$ cat src/rtl/extend_pipe.sv
// Purpose  : pipelined IN_W->OUT_W width extender (zero / sign / one-fill / sign-then-shift).
// Latency  : 1 cycle from accept to out_valid, 1 transfer per cycle sustained.
// Backpress: 2-entry skid (output reg + skid reg); in_ready is registered, with no comb path from out_ready.
//
// Ports:
//   clk, rst_n           rising-edge clock, asynchronous active-low reset
//   in_valid/in_ready    upstream handshake; in_data (IN_W) and in_mode (2) sampled on accept
//   out_valid/out_ready  downstream handshake; out_data (OUT_W) held stable while stalled
//   xfer_cnt (16)        saturating accepted-transaction count, present only when EXT_PERF_EN is defined
//
// Optional feature macro: EXT_PERF_EN (adds xfer_cnt port and counter).
// Mode encoding: 00 zero-fill, 01 sign-extend, 10 one-fill, 11 sign-extend then << SHIFT.

module extend_pipe #(
  parameter int IN_W  = 4,
  parameter int OUT_W = 8,
  parameter int SHIFT = 2
) (
  input  logic             clk,
  input  logic             rst_n,
  input  logic             in_valid,
  output logic             in_ready,
  input  logic [IN_W-1:0]  in_data,
  input  logic [1:0]       in_mode,
  output logic             out_valid,
  input  logic             out_ready,
  output logic [OUT_W-1:0] out_data
`ifdef EXT_PERF_EN
  ,
  output logic [15:0]      xfer_cnt
`endif
);

  // Guarded so an illegal configuration reaches the elaboration error below
  // instead of failing earlier on a zero-width replication.
  localparam int PAD_W = (OUT_W > IN_W) ? (OUT_W - IN_W) : 1;

  if (OUT_W <= IN_W) begin : g_bad_width
    $error("extend_pipe: OUT_W (%0d) must exceed IN_W (%0d)", OUT_W, IN_W);
  end
  if (SHIFT < 0 || SHIFT >= OUT_W) begin : g_bad_shift
    $error("extend_pipe: SHIFT (%0d) must be in 0..OUT_W-1", SHIFT);
  end

  typedef enum logic [1:0] {
    EMPTY = 2'd0,
    ONE   = 2'd1,
    TWO   = 2'd2
  } state_t;

  state_t             r_state;
  state_t             w_next;
  logic               r_in_ready;
  logic               r_out_valid;
  logic [OUT_W-1:0]   r_out_data;
  logic [OUT_W-1:0]   r_skid_data;

  logic               w_acc;
  logic               w_emit;
  logic               w_load_out;
  logic               w_load_skid;
  logic               w_out_from_skid;
  logic [OUT_W-1:0]   w_sext;
  logic [OUT_W-1:0]   w_ext;

  assign w_acc  = in_valid & r_in_ready;
  assign w_emit = r_out_valid & out_ready;

  // Extension of the field currently on the input; only captured on accept.
  always_comb begin
    w_sext = {{PAD_W{in_data[IN_W-1]}}, in_data};
    w_ext  = w_sext;
    case (in_mode)
      2'b00:   w_ext = {{PAD_W{1'b0}}, in_data};
      2'b01:   w_ext = w_sext;
      2'b10:   w_ext = {{PAD_W{1'b1}}, in_data};
      default: w_ext = w_sext << SHIFT;
    endcase
  end

  // Occupancy FSM: next state and data-register steering.
  always_comb begin
    w_next          = r_state;
    w_load_out      = 1'b0;
    w_load_skid     = 1'b0;
    w_out_from_skid = 1'b0;
    case (r_state)
      EMPTY: begin
        if (w_acc) begin
          w_next     = ONE;
          w_load_out = 1'b1;
        end
      end
      ONE: begin
        if (w_acc && w_emit) begin
          w_load_out = 1'b1;
        end else if (w_acc) begin
          w_next      = TWO;
          w_load_skid = 1'b1;
        end else if (w_emit) begin
          w_next = EMPTY;
        end
      end
      TWO: begin
        // in_ready is low here, so only a drain can happen.
        if (w_emit) begin
          w_next          = ONE;
          w_out_from_skid = 1'b1;
        end
      end
      default: w_next = EMPTY;
    endcase
  end

  // Handshake flags are registered from the next state so neither output
  // depends combinationally on out_ready or in_valid.
  always_ff @(posedge clk or negedge rst_n) begin
    if (!rst_n) begin
      r_state     <= EMPTY;
      r_in_ready  <= 1'b1;
      r_out_valid <= 1'b0;
    end else begin
      r_state     <= w_next;
      r_in_ready  <= (w_next != TWO);
      r_out_valid <= (w_next != EMPTY);
    end
  end

  always_ff @(posedge clk or negedge rst_n) begin
    if (!rst_n) begin
      r_out_data  <= '0;
      r_skid_data <= '0;
    end else begin
      if (w_load_out) begin
        r_out_data <= w_ext;
      end else if (w_out_from_skid) begin
        r_out_data <= r_skid_data;
      end
      if (w_load_skid) begin
        r_skid_data <= w_ext;
      end
    end
  end

  assign in_ready  = r_in_ready;
  assign out_valid = r_out_valid;
  assign out_data  = r_out_data;

`ifdef EXT_PERF_EN
  logic [15:0] r_xfer_cnt;

  // Saturating count of accepted transactions.
  always_ff @(posedge clk or negedge rst_n) begin
    if (!rst_n) begin
      r_xfer_cnt <= 16'h0000;
    end else if (w_acc && (r_xfer_cnt != 16'hFFFF)) begin
      r_xfer_cnt <= r_xfer_cnt + 16'd1;
    end
  end

  assign xfer_cnt = r_xfer_cnt;
`endif

endmodule

$ cat config.mk
export PLATFORM = sky130hd
export DESIGN_NAME = extend_pipe
export DESIGN_NICKNAME = d
export VERILOG_FILES = /design/src/rtl/extend_pipe.sv
export SDC_FILE = /design/constraint.sdc
export NUM_CORES = 1
export LEC_CHECK = 0
export ABC_AREA = 1
export BUFFER_PORTS_ARGS = -buffer_cell sky130_fd_sc_hd__buf_2
export CAP_MARGIN = 20
export CORE_MARGIN = 2
export CORE_UTILIZATION = 53
export CTS_BUF_LIST = sky130_fd_sc_hd__clkbuf_8 sky130_fd_sc_hd__clkbuf_16
export DETAILED_ROUTE_END_ITERATION = 10
export PLACE_DENSITY = 0.8
export SLEW_MARGIN = 20
export SYNTH_ARGS = -nofsm -noshare
export SYNTH_HDL_FRONTEND = slang
export SYNTH_SLANG_ARGS = --single-unit
export TNS_END_PERCENT = 10
$ cat constraint.sdc
create_clock -name clk -period 2.5 [get_ports clk]
set_input_delay 0.375 -clock clk [delete_from_list [all_inputs] [get_ports clk]]
set_output_delay 0.375 -clock clk [all_outputs]
set_load 0.02 [all_outputs]
Word-level counts from Yosys, hierarchy flattened
Cells that the tools add are included.
- bits in registers: 20
- input port bits: 10
- logic and storage cells: 33
- eq/ne operators: 5
- muxes and demuxes: 16
- bitwise gates (word level): 2
- reduce and logical (&&, ||, !) cells: 5
- operators with widths (cell ; count):
    $pmux W8 S3 ; 1
    $mux W8 ; 2
    $mux W2 ; 5
    $mux W1 ; 6
    $pmux W2 S3 ; 1
    $eq A2 B1 Y1 const B ; 2
    $eq A2 B2 Y1 const B ; 2
    $logic_not A2 Y1 ; 2
    $reduce_bool A2 Y1 ; 2
    $and A1 B1 Y1 ; 2
    $ne A2 B2 Y1 const B ; 1
    $pmux W1 S2 ; 1
    $logic_and A1 B1 Y1 ; 1

Longest topological paths before layout
Gate-level depths: netlist of run 1.
- word-level depth: 6
- mapped depth: 6

Worst setup path before layout of run 1
OpenSTA, ideal clock, no wires.
- path type: reg2reg
- start: register r_in_ready (netlist: in_ready)
- end: register r_out_data[6] (netlist: out_data[6])
- library setup time: 0.068 ns
- arrival: 1.119 ns
- required time: 2.432 ns
- path slack: 1.312 ns
- cell stages (with the launch flop): 7
- path buffers: 0
- period minus slack after synthesis: 1.188 ns
- cells stage by stage: dfstp_2 nand2_1 nor2_1 nand2_2 inv_1 nand2_1 nand3_1
- cells in the longest elaborated chain, start to end: 5
- elaborated cells between the ends (all ways): 7
- classes of those cells: mux: 4; bitwise: 1; reduce/logical: 2
- RTL lines (what ; line ; source):
    from (decl) ; 53 ; logic r_in_ready;
    from (signal assigned) ; 124 ; r_in_ready <= (w_next != TWO);
    $and A1 B1 Y1 * ; 66 ; assign w_acc = in_valid & r_in_ready;
    $logic_and A1 B1 Y1 ; 95 ; if (w_acc && w_emit) begin
    $mux W1 ; 95 ;
    $pmux W1 S2 * ; 87 ; case (r_state)
    $mux W8 or $reduce_bool A2 Y1 (tied branches) ; n/a ;
    to (signal assigned) ; 135 ; r_out_data <= w_ext;
    to (signal assigned) ; 137 ; r_out_data <= r_skid_data;
    to (decl) ; 55 ; logic [OUT_W-1:0] r_out_data;
Mark *: on every way between the ends. The rest lies on a longest branch, timed or not.
A chain may end at the register's enable or synchronous reset.

Final worst setup path of run 1
- start: register r_in_ready (netlist: in_ready)
- end: output port in_ready
- RTL lines (what ; line ; source):
    to (decl) ; 22 ; output logic in_ready,
No word-level cell between the ends.

==> impl_metrics.csv, run 1 <==
group,metric,value,unit
route,wl_met1,644,µm
route,drtPass1Iterations,5,
route,wl_met3,110,µm
synth,ys_warn_count,0,
cts,cts_resized,0,
floorplanning,start_util,57.83,%
power_and_ir_drop,p_per_area,1220,nW/µm²
route,via_per_inst,5.244,
grt,grt_pass1_wl,2525,µm
route,top_layer,"met4",
grt,track_usage,19.29,%
route,routed_wl,1546,µm
setup_path,path_max_fanout,3,
cts,path_clk_slew,70,ps
place,dp.final_hpwl,1193,µm
synth,yosysSeqAreaShare,52.71,%
synth,synth_top_area_share,49.26,%
cells_and_area,syn2layout_area_growth,18.88,%
power_and_ir_drop,p_clk_share,17.9,%
timing,finalSetupViolations,0,
cts,cts_inserted_buffers,3,
floorplanning,die-area,1757,µm²
cts,cts.sinks,16,
power_and_ir_drop,p_leak,0.5377,nW
setup_path,critical-path-max-stage-delay,530,ps
floorplanning,die_x,41.92,µm
grt,overflow,0,
timing,final_max_slew_viol_count,0,
synth,yosys.area_share.adder,0,%
setup_path,required,2120,ps
floorplanning,floorplan.rows,13,
floorplanning,die_y,41.92,µm
power_and_ir_drop,p_int,0.6404,mW
cells_and_area,antenna_cells,0,
synth,syn_nets,109,
grt,grt_max_degree,17,
cts,hold_buffers,0,
setup_path,crit_arrival,940,ps
power_and_ir_drop,p_comb_share,40.9,%
route,drc,0,
cells_and_area,stdcell_count,135,
power_and_ir_drop,power_frac_seq,41.2,%
synth,synth_top_family_by_area,"simple AND/OR/NAND/NOR gates",
route,wl_per_cell,11.45,µm
synth,synthTopCellsByArea,"dfrtp_1 (49%), nand2_1 (19%), nand3_1 (11%), inv_1 (5.4%), dfstp_2 (3.4%)",
floorplanning,io_pins,20,
grt,grt_pass1_vias,581,
timing,rsz0062_at_grt,"no",
route,ant_nets,0,
timing,min_period,1312,ps
cts,clk_path_buf_depth,2,
synth,syn_area_per_cell,7.697,µm²
grt,antenna_found_initial,0,
cts,htreeDepth,1,
cells_and_area,utilization,68.76,%
route,vias,708,
synth,syn-instance-count,99,
synth,synthXorXnorAreaFrac,0,%
timing,worstMarginPinSlew,371.0,ps
timing,tns,0,ps
route,drt_iter0_markers,18,
timing,finalHoldViolCount,0,
timing,slew_headroom,75.00,%
floorplanning,coreArea,1318,µm²
cts,post-cts-setup-buffers,0,
synth,syn_area,762.0,µm²
place,dp_cells,131,
synth,ys_ff_latch,16,
setup_path,critical-path-slowest-cell,"dfstp_2",
synth,synthMuxAreaShare,0,%
cells_and_area,drive_above_1_share,24.17,%
setup_path,path_delay_family,"flip-flops",
timing,fin_crit_sh,52.48,%
timing,max_freq,762.1,MHz
synth,synth_cell_types,13,
power_and_ir_drop,swShare,42.05,%
setup_path,criticalPathCategory,"reg -> out",
power_and_ir_drop,ir_drop,0.6230,mV
setup_path,cp-start-kind,"register",
synth,synth-simple-area-share,35.63,%
synth,yosys.area.top_type,"dfrtp_1",
setup_path,cp.buffers_inverters,1,
outcome,status,"finished clean",
cts,clkLatencyLatePin,250,ps
power_and_ir_drop,p_switching,0.4646,mW
route,dr_wl_met2,775,µm
job,cap_violations,0,
cts,cts_tree,"yes",
cells_and_area,fin_nets,131,
hold_path,min_path_type,"in -> async",
cts,cts_root_buf,"clkbuf_8",
setup_path,end_kind,"output port",
place,numPortBuffers,19,
place,gp_congestion,0.8276,
timing,skew,7.406,ps
synth,synth_compound_area_share,3.284,%
setup_path,cp_cell_sequence,"buf_2",
cell usage in the layout (no fill, tap or decap):
cell type  netlist  routed
inv_1           11      12
dfrtp_1         15      15
dfstp_2          1       1
o21ai_1          1       1
clkbuf_8         0       3
a21oi_1          1       1
nor2_1           4       4
o21ai_0          3       3
nor2_4           1       1
nand2_2          3       3
nand3_1         16      16
inv_2            2       2
buf_2            0      19
nand2_1         39      39
per-layer routing:
layer | vias up | GRT usage (%)
met5 | - | 0
met1 | 322 | 24.51
met2 | 35 | 30.31
met3 | 4 | 3.913
li1 | 347 | -
met4 | 0 | 10.97
flip-flops by register name, summed over array words and instances, names as in the netlist:
register	flops
out_valid	1
out_data	6
in_ready	1
r_state	2
r_skid_data	6
worst paths after layout:
check,start,end,slack (ps),cells after the start
max in group asynchronous,rst_n,in_ready,2170,1
worst max-delay path,in_ready,in_ready,1190,1
min in group clk,in_data[0],r_skid_data[0],470,5
worst min-delay path,rst_n,r_skid_data[1],20,1
worst min register to register,r_skid_data[6],r_skid_data[6],480,2
worst max register to register,in_ready,out_data[6],1250,6
power groups by stage:
| stage | sequential [mW] | clock [mW] | combinational (mW) |
|---|---|---|---|
| global route | 0.471 | 0.210 | 0.503 |
| floorplan | 0.523 | 0 | 0.262 |
| CTS | 0.455 | 0.197 | 0.454 |
| finish | 0.455 | 0.198 | 0.451 |
| detailed placement | 0.460 | 0 | 0.452 |
| global placement | 0.454 | 0 | 0.442 |
synth_stat cells:
cell and n:
a21oi_1 1, buf_4 2, dfrtp_1 15, dfstp_2 1
inv_1 11, inv_2 2, nand2_1 39, nand2_2 3
nand3_1 16, nor2_1 4, nor2_4 1, o21ai_0 3
o21ai_1 1
through the flow:
step / setup WS, ps / hold WS (ps) / total power [mW] / instance area (µm²)
floorplan: 1312 / 79.41 / 0.7851 / 762.0
global placement: 1272 / 295.3 / 0.8957 / 860.8
detailed placement: 1250 / 302.5 / 0.9124 / 860.8
CTS: 1186 / 35.77 / 1.107 / 905.9
global route: 1143 / 49.42 / 1.184 / 905.9
finish: 1188 / 16.54 / 1.105 / 905.9
cell type report:
cell class / instances / area, µm²
inverter: 13 / 48.80
clock buffer: 3 / 41.29
multi-input combinational: 68 / 296.5
clock inverter: 1 / 3.754
tap: 15 / 18.77
timing repair buffer: 19 / 95.09
fill: 104 / 411.6
sequential: 16 / 401.6
cells by family after synthesis:
| logic type | Yosys count |
|---|---|
| compound gates | 5 |
| flops | 16 |
| simple gates | 63 |
| buf+inv | 15 |
(Power assumes the default switching activity.)
==> run 2: changes to the inputs <==
- CORE_UTILIZATION: 53 -> 45
- PLACE_DENSITY: 0.8 -> 0.72
- clock period: 2.5 -> 1.1 ns (I/O delays scaled with it)
==> run 2 against run 1 <==
Compared with the run above:
- the run now ends with setup timing left
- routed wire length up 0.65%
- die area up 16%
- design area is 8.0% higher
- hold slack gained 240 ps
- largest power group is now combinational cells
- sequential power rose by 130%
- setup slack worse by 1200 ps
==> impl_metrics.csv, run 2 (synthesized netlist as in run 1, its figures left out) <==
group,metric,value,unit
cts,cts_root_buf,"clkbuf_8",
setup_path,criticalPathCategory,"reg -> reg",
power_and_ir_drop,p_int,1.543,mW
job,cap_violations,0,
place,dp.final_hpwl,1186,µm
cts,cts_inserted_buffers,3,
cells_and_area,fin_nets,135,
setup_path,rr_endpoint,"out_data[2]",
hold_path,worstHoldStart,"in_data[0]",
power_and_ir_drop,p_clk_share,16.6,%
cells_and_area,finalInstanceArea,978.4,µm²
route,via_per_inst,4.950,
place,dp_cells,134,
setup_path,crit_arrival,1260,ps
timing,slew_headroom,76.67,%
setup_path,cp_cell_sequence,"nand2_2 -> nor2_4 -> nand2_4 -> nand3_1 -> nand3_1",
cts,clkLatencyLatePin,250,ps
setup_path,crit_top_cell,"nand3_1",
route,wl_per_cell,11.11,µm
floorplanning,start_util,49.43,%
cells_and_area,final_common_cell,"nand2_1",
route,drc,0,
floorplanning,die-area,2039,µm²
cells_and_area,drive_above_1_share,32.26,%
setup_path,rr_startpoint,"in_ready",
power_and_ir_drop,power_frac_seq,39.1,%
cts,htreeDepth,1,
power_and_ir_drop,p_comb_share,44.3,%
floorplanning,floorplan.rows,14,
cts,path_clk_slew,60,ps
cells_and_area,fill_cells,150,
timing,min_period,1131,ps
timing,fin_ws,-30.80,ps
route,vias,693,
hold_path,min_to,"r_skid_data[0]",
timing,final_max_slew_viol_count,0,
grt,grt_pass1_vias,584,
cts,cts.sinks,16,
timing,fin_hold_ws,260.3,ps
setup_path,critical-path-slowest-cell,"dfstp_2",
floorplanning,die_y,45.15,µm
cts,clk_path_buf_depth,2,
power_and_ir_drop,swShare,41.81,%
grt,grt_max_degree,17,
timing,worstMarginPinSlew,350.0,ps
setup_path,rrSetupSlack,-30,ps
setup_path,cp-start-kind,"register",
grt,grt_pass1_wl,2277,µm
cts,cts_tree,"yes",
power_and_ir_drop,ir_drop,1.214,mV
cells_and_area,syn2layout_area_growth,28.41,%
power_and_ir_drop,p_switching,1.109,mW
timing,fin_crit_sh,102.8,%
grt,overflow,0,
timing,finalSetupViolations,9,
place,numPortBuffers,19,
timing,rsz0062_at_grt,"yes",
power_and_ir_drop,power.total,2.652,mW
setup_path,required,1230,ps
timing,finalHoldViolCount,0,
hold_path,holdPathStages,5,
setup_path,path_max_fanout,8,
outcome,status,"finished, violations left",
route,drtPass1Iterations,4,
place,gp_congestion,0.7600,
grt,track_usage,16.21,%
setup_path,end_kind,"register",
setup_path,r2r_cells,5,
cells_and_area,final_cell_mix,"nand2_1 (36), buf_2 (19), dfrtp_1 (15)",
grt,antenna_found_initial,0,
outcome,violations,"setup timing",
timing,skew,2.922,ps
floorplanning,io_pins,20,
route,routed_wl,1556,µm
setup_path,critical-path-max-stage-delay,550,ps
hold_path,min_path_type,"in -> reg",
power_and_ir_drop,p_leak,0.5657,nW
route,ant_nets,0,
cells_and_area,antenna_cells,0,
power_and_ir_drop,p_per_area,2710,nW/µm²
route,drt_iter0_markers,14,
cells_and_area,stdcell_count,140,
floorplanning,die_x,45.15,µm
place,placed_cell_area,882.1,µm²
timing,max_freq,884.3,MHz
floorplanning,coreArea,1541,µm²
-- run 2: changes by cell type in the layout (fill, tap and decap cells not counted), sizes merged --
cell / previous run / this run
buf: 19 / 22
dlygate4sd3: 0 / 1
-- run 2: final cells by class --
type | count | area [µm²] | share of cell area [%]
sequential | 16 | 401.6 | 41.05
multi-input combinational | 68 | 329.1 | 33.63
timing repair buffer | 23 | 131.4 | 13.43
inverter | 13 | 51.30 | 5.243
clock buffer | 3 | 41.29 | 4.220
tap | 16 | 20.02 | 2.046
clock inverter | 1 | 3.754 | 0.3836
-- run 2: how the worst max path moves through the flow --
| stage | startpoint | end | slack (ps) | cells after the start |
|---|---|---|---|---|
| floorplan | in_ready | out_data[6] | -60 | 6 |
| global placement | in_ready | out_data[6] | -40 | 6 |
| detailed placement | in_ready | out_data[2] | -80 | 6 |
| CTS | in_ready | out_data[2] | -70 | 6 |
| global route | in_ready | out_data[2] | -90 | 6 |
| finish | in_ready | out_data[2] | -30 | 5 |
-- run 2: per-layer routing --
| metal | track usage (%) | share of wire [%] | vias to the layer above |
|---|---|---|---|
| li1 | - | - | 358 |
| met1 | 18.37 | 43 | 306 |
| met2 | 27.14 | 50 | 24 |
| met3 | 2.400 | 4.4 | 5 |
| met4 | 12.35 | 3.2 | 0 |
| met5 | 0 | 0 | - |
-- run 2: power groups by stage --
stage / clock (mW) / sequential [mW] / combinational [mW]
finish: 0.441 / 1.04 / 1.17
CTS: 0.447 / 1.03 / 1.09
detailed placement: 0 / 1.04 / 1.07
global placement: 0 / 1.04 / 1.04
global route: 0.470 / 1.07 / 1.29
floorplan: 0 / 1.19 / 0.606
-- run 2: repair_timing --
action | in CTS | in global routing
cloned | 0 | 0
gates resized for setup | 3 | 7
hold endpoints to repair | 15 | 0
pin swaps | 7 | 4
setup endpoints to repair | 12 | 15
hold buffers | 1 | 0
setup buffers | 0 | 1
-- run 2: metrics by stage --
step | utilization, % | TNS [ps] | worst slack, ps
6_report | 63.47 | -170.0 | -30.80
5_1_grt | 63.47 | -973.0 | -94.67
4_1_cts | 61.36 | -468.1 | -71.14
3_5_place_dp | 57.22 | -430.4 | -82.04
3_3_place_gp | 57.22 | -163.6 | -43.94
2_1_floorplan | - | -661.3 | -58.23
-- run 2: critical path, delay by kind of cell, from the launching register on --
kind / cells / cell delay, ps
DFF: 1 / 550
and+or+nand+nor: 5 / 460
==> run 3: changes to the inputs <==
- CORE_UTILIZATION: 45 -> 40
- PLACE_DENSITY: 0.72 -> 0.66
==> run 3 against run 2 <==
Compared with the run above:
- the run still ends with setup timing left
- routed wire length shrank 6.6%
- sequential share of layout area shrank 0.62 points
- clock power shrank 3%
- core utilization shrank 7.2 points
- hold slack gained 7.3 ps
- critical path depth shrank 4
- critical endpoint is now in_ready
- combinational power is essentially flat
- non-clock buffer count is the same
- design area grew 1.5%
- sequential power is essentially flat
- power shrank 0.31%
- largest power group unchanged
==> impl_metrics.csv, run 3 (synthesized netlist as in run 1, its figures left out) <==
group,metric,value,unit
setup_path,cp-start-kind,"register",
timing,finalHoldViolCount,0,
cts,cts_tree,"yes",
place,dpl_worst_slack,-59.58,ps
power_and_ir_drop,ir_drop,1.397,mV
grt,track_usage,14.99,%
timing,rsz0062_at_grt,"yes",
route,drc,0,
setup_path,r2r_cells,5,
timing,skew,2.765,ps
cts,cts_inserted_buffers,3,
cts,cts_root_buf,"clkbuf_8",
power_and_ir_drop,p_per_area,2661,nW/µm²
setup_path,rr_startpoint,"in_ready",
floorplanning,die_y,47.65,µm
timing,tns,-55.53,ps
route,ant_nets,0,
setup_path,rrSetupSlack,-10,ps
grt,antenna_found_initial,0,
setup_path,end_kind,"output port",
cells_and_area,fin_nets,135,
route,routed_wl,1454,µm
cells_and_area,final_common_cell,"nand2_1",
timing,min_period,1121,ps
route,drt_iter0_markers,10,
floorplanning,die-area,2270,µm²
hold_path,holdPathStages,5,
grt,grt_pass1_wl,2311,µm
cts,cts.sinks,16,
floorplanning,coreArea,1764,µm²
cells_and_area,final_cell_mix,"nand2_1 (37), buf_2 (19), nand3_1 (15), dfrtp_1 (15), inv_1 (11)",
cells_and_area,antenna_cells,0,
cells_and_area,syn2layout_area_growth,30.38,%
cts,clk_path_buf_depth,2,
place,numPortBuffers,19,
route,drtPass1Iterations,4,
route,wl_per_cell,9.758,µm
timing,fin_ws,-20.56,ps
outcome,violations,"setup timing",
timing,fin_hold_ws,267.6,ps
place,gp_congestion,0.8037,
setup_path,cp_cell_sequence,"buf_2",
setup_path,path_delay_family,"flip-flops",
timing,max_freq,892.4,MHz
setup_path,required,940,ps
route,vias,676,
floorplanning,die_x,47.65,µm
timing,final_max_slew_viol_count,0,
setup_path,critical-path-max-stage-delay,550,ps
hold_path,worstHoldStart,"in_data[1]",
setup_path,rr_endpoint,"r_skid_data[3]",
timing,finalSetupViolations,6,
hold_path,min_to,"r_skid_data[1]",
route,via_per_inst,4.537,
outcome,status,"finished, violations left",
floorplanning,io_pins,20,
cts,path_clk_slew,60,ps
timing,fin_crit_sh,101.9,%
setup_path,critical-path-slowest-cell,"dfstp_2",
setup_path,criticalPathCategory,"reg -> out",
setup_path,path_max_fanout,3,
power_and_ir_drop,power.total,2.644,mW
cts,clkLatencyLatePin,240,ps
place,dp.final_hpwl,1125,µm
floorplanning,floorplan.rows,15,
hold_path,min_path_type,"in -> reg",
floorplanning,start_util,43.19,%
cells_and_area,drive_above_1_share,30.65,%
setup_path,crit_arrival,960,ps
setup_path,cp.buffers_inverters,1,
grt,overflow,0,
power_and_ir_drop,p_leak,0.5665,nW
timing,worstMarginPinSlew,355.6,ps
job,cap_violations,0,
cts,htreeDepth,1,
grt,grt_pass1_vias,566,
grt,grt_max_degree,17,
timing,slew_headroom,76.30,%
-- run 3: cell counts in the layout (fill, tap and decap cells not counted) --
Identical to the previous run, type by type.
-- run 3: how the worst max path moves through the flow --
| stage | start | to | slack, ps | cells after the start |
|---|---|---|---|---|
| 2_1_floorplan | in_ready | out_data[6] | -60 | 6 |
| 4_1_cts | in_ready | out_data[2] | -60 | 6 |
| 3_5_place_dp | in_ready | out_data[6] | -60 | 6 |
| 6_report | in_ready | in_ready | -20 | 1 |
| 5_1_grt | in_ready | r_skid_data[3] | -70 | 5 |
| 3_3_place_gp | in_ready | out_data[6] | -50 | 6 |
-- run 3: per-layer routing --
metal | routed length, µm | up-vias | GRT usage [%] | part of all wire [%]
li1 | - | 355 | - | -
met2 | 679 | 14 | 20.54 | 47
met5 | 0 | - | 0 | 0
met4 | 19 | 0 | 9.730 | 1.3
met3 | 61 | 4 | 3.396 | 4.2
met1 | 693 | 303 | 21.14 | 48
-- run 3: stage by stage --
step	utilization, %	cells	instance area [µm²]
finish	56.31	149	993.5
global route	56.31	149	993.5
CTS	54.75	148	965.9
detailed placement	51.35	143	905.9
global placement	51.35	143	905.9
floorplan	-	99	767.0
-- run 3: report_power, final --
group	switching [mW]	leakage (nW)	internal, mW
sequential	0.170	0.199	0.873
clock	0.179	0.0269	0.247
combinational	0.735	0.340	0.440
total	1.08	0.567	1.56
-- run 3: cell type report --
class	instances	area (µm²)
flip-flops and latches	16	401.6
well taps	25	31.28
clock inverters	1	3.754
fillers	189	770.7
multi-input cells	68	321.6
inverters	13	53.80
clock buffers	3	41.29
repair buffers	23	140.1
-- run 3: timing repair --
| item | CTS | global route |
|---|---|---|
| resized for setup | 2 | 6 |
| buffers inserted | 0 | 1 |
| hold buffers | 1 | 0 |
| pin swaps | 8 | 8 |
| endpoints found under the setup margin | 15 | 16 |
| endpoints found under the hold margin | 15 | 0 |
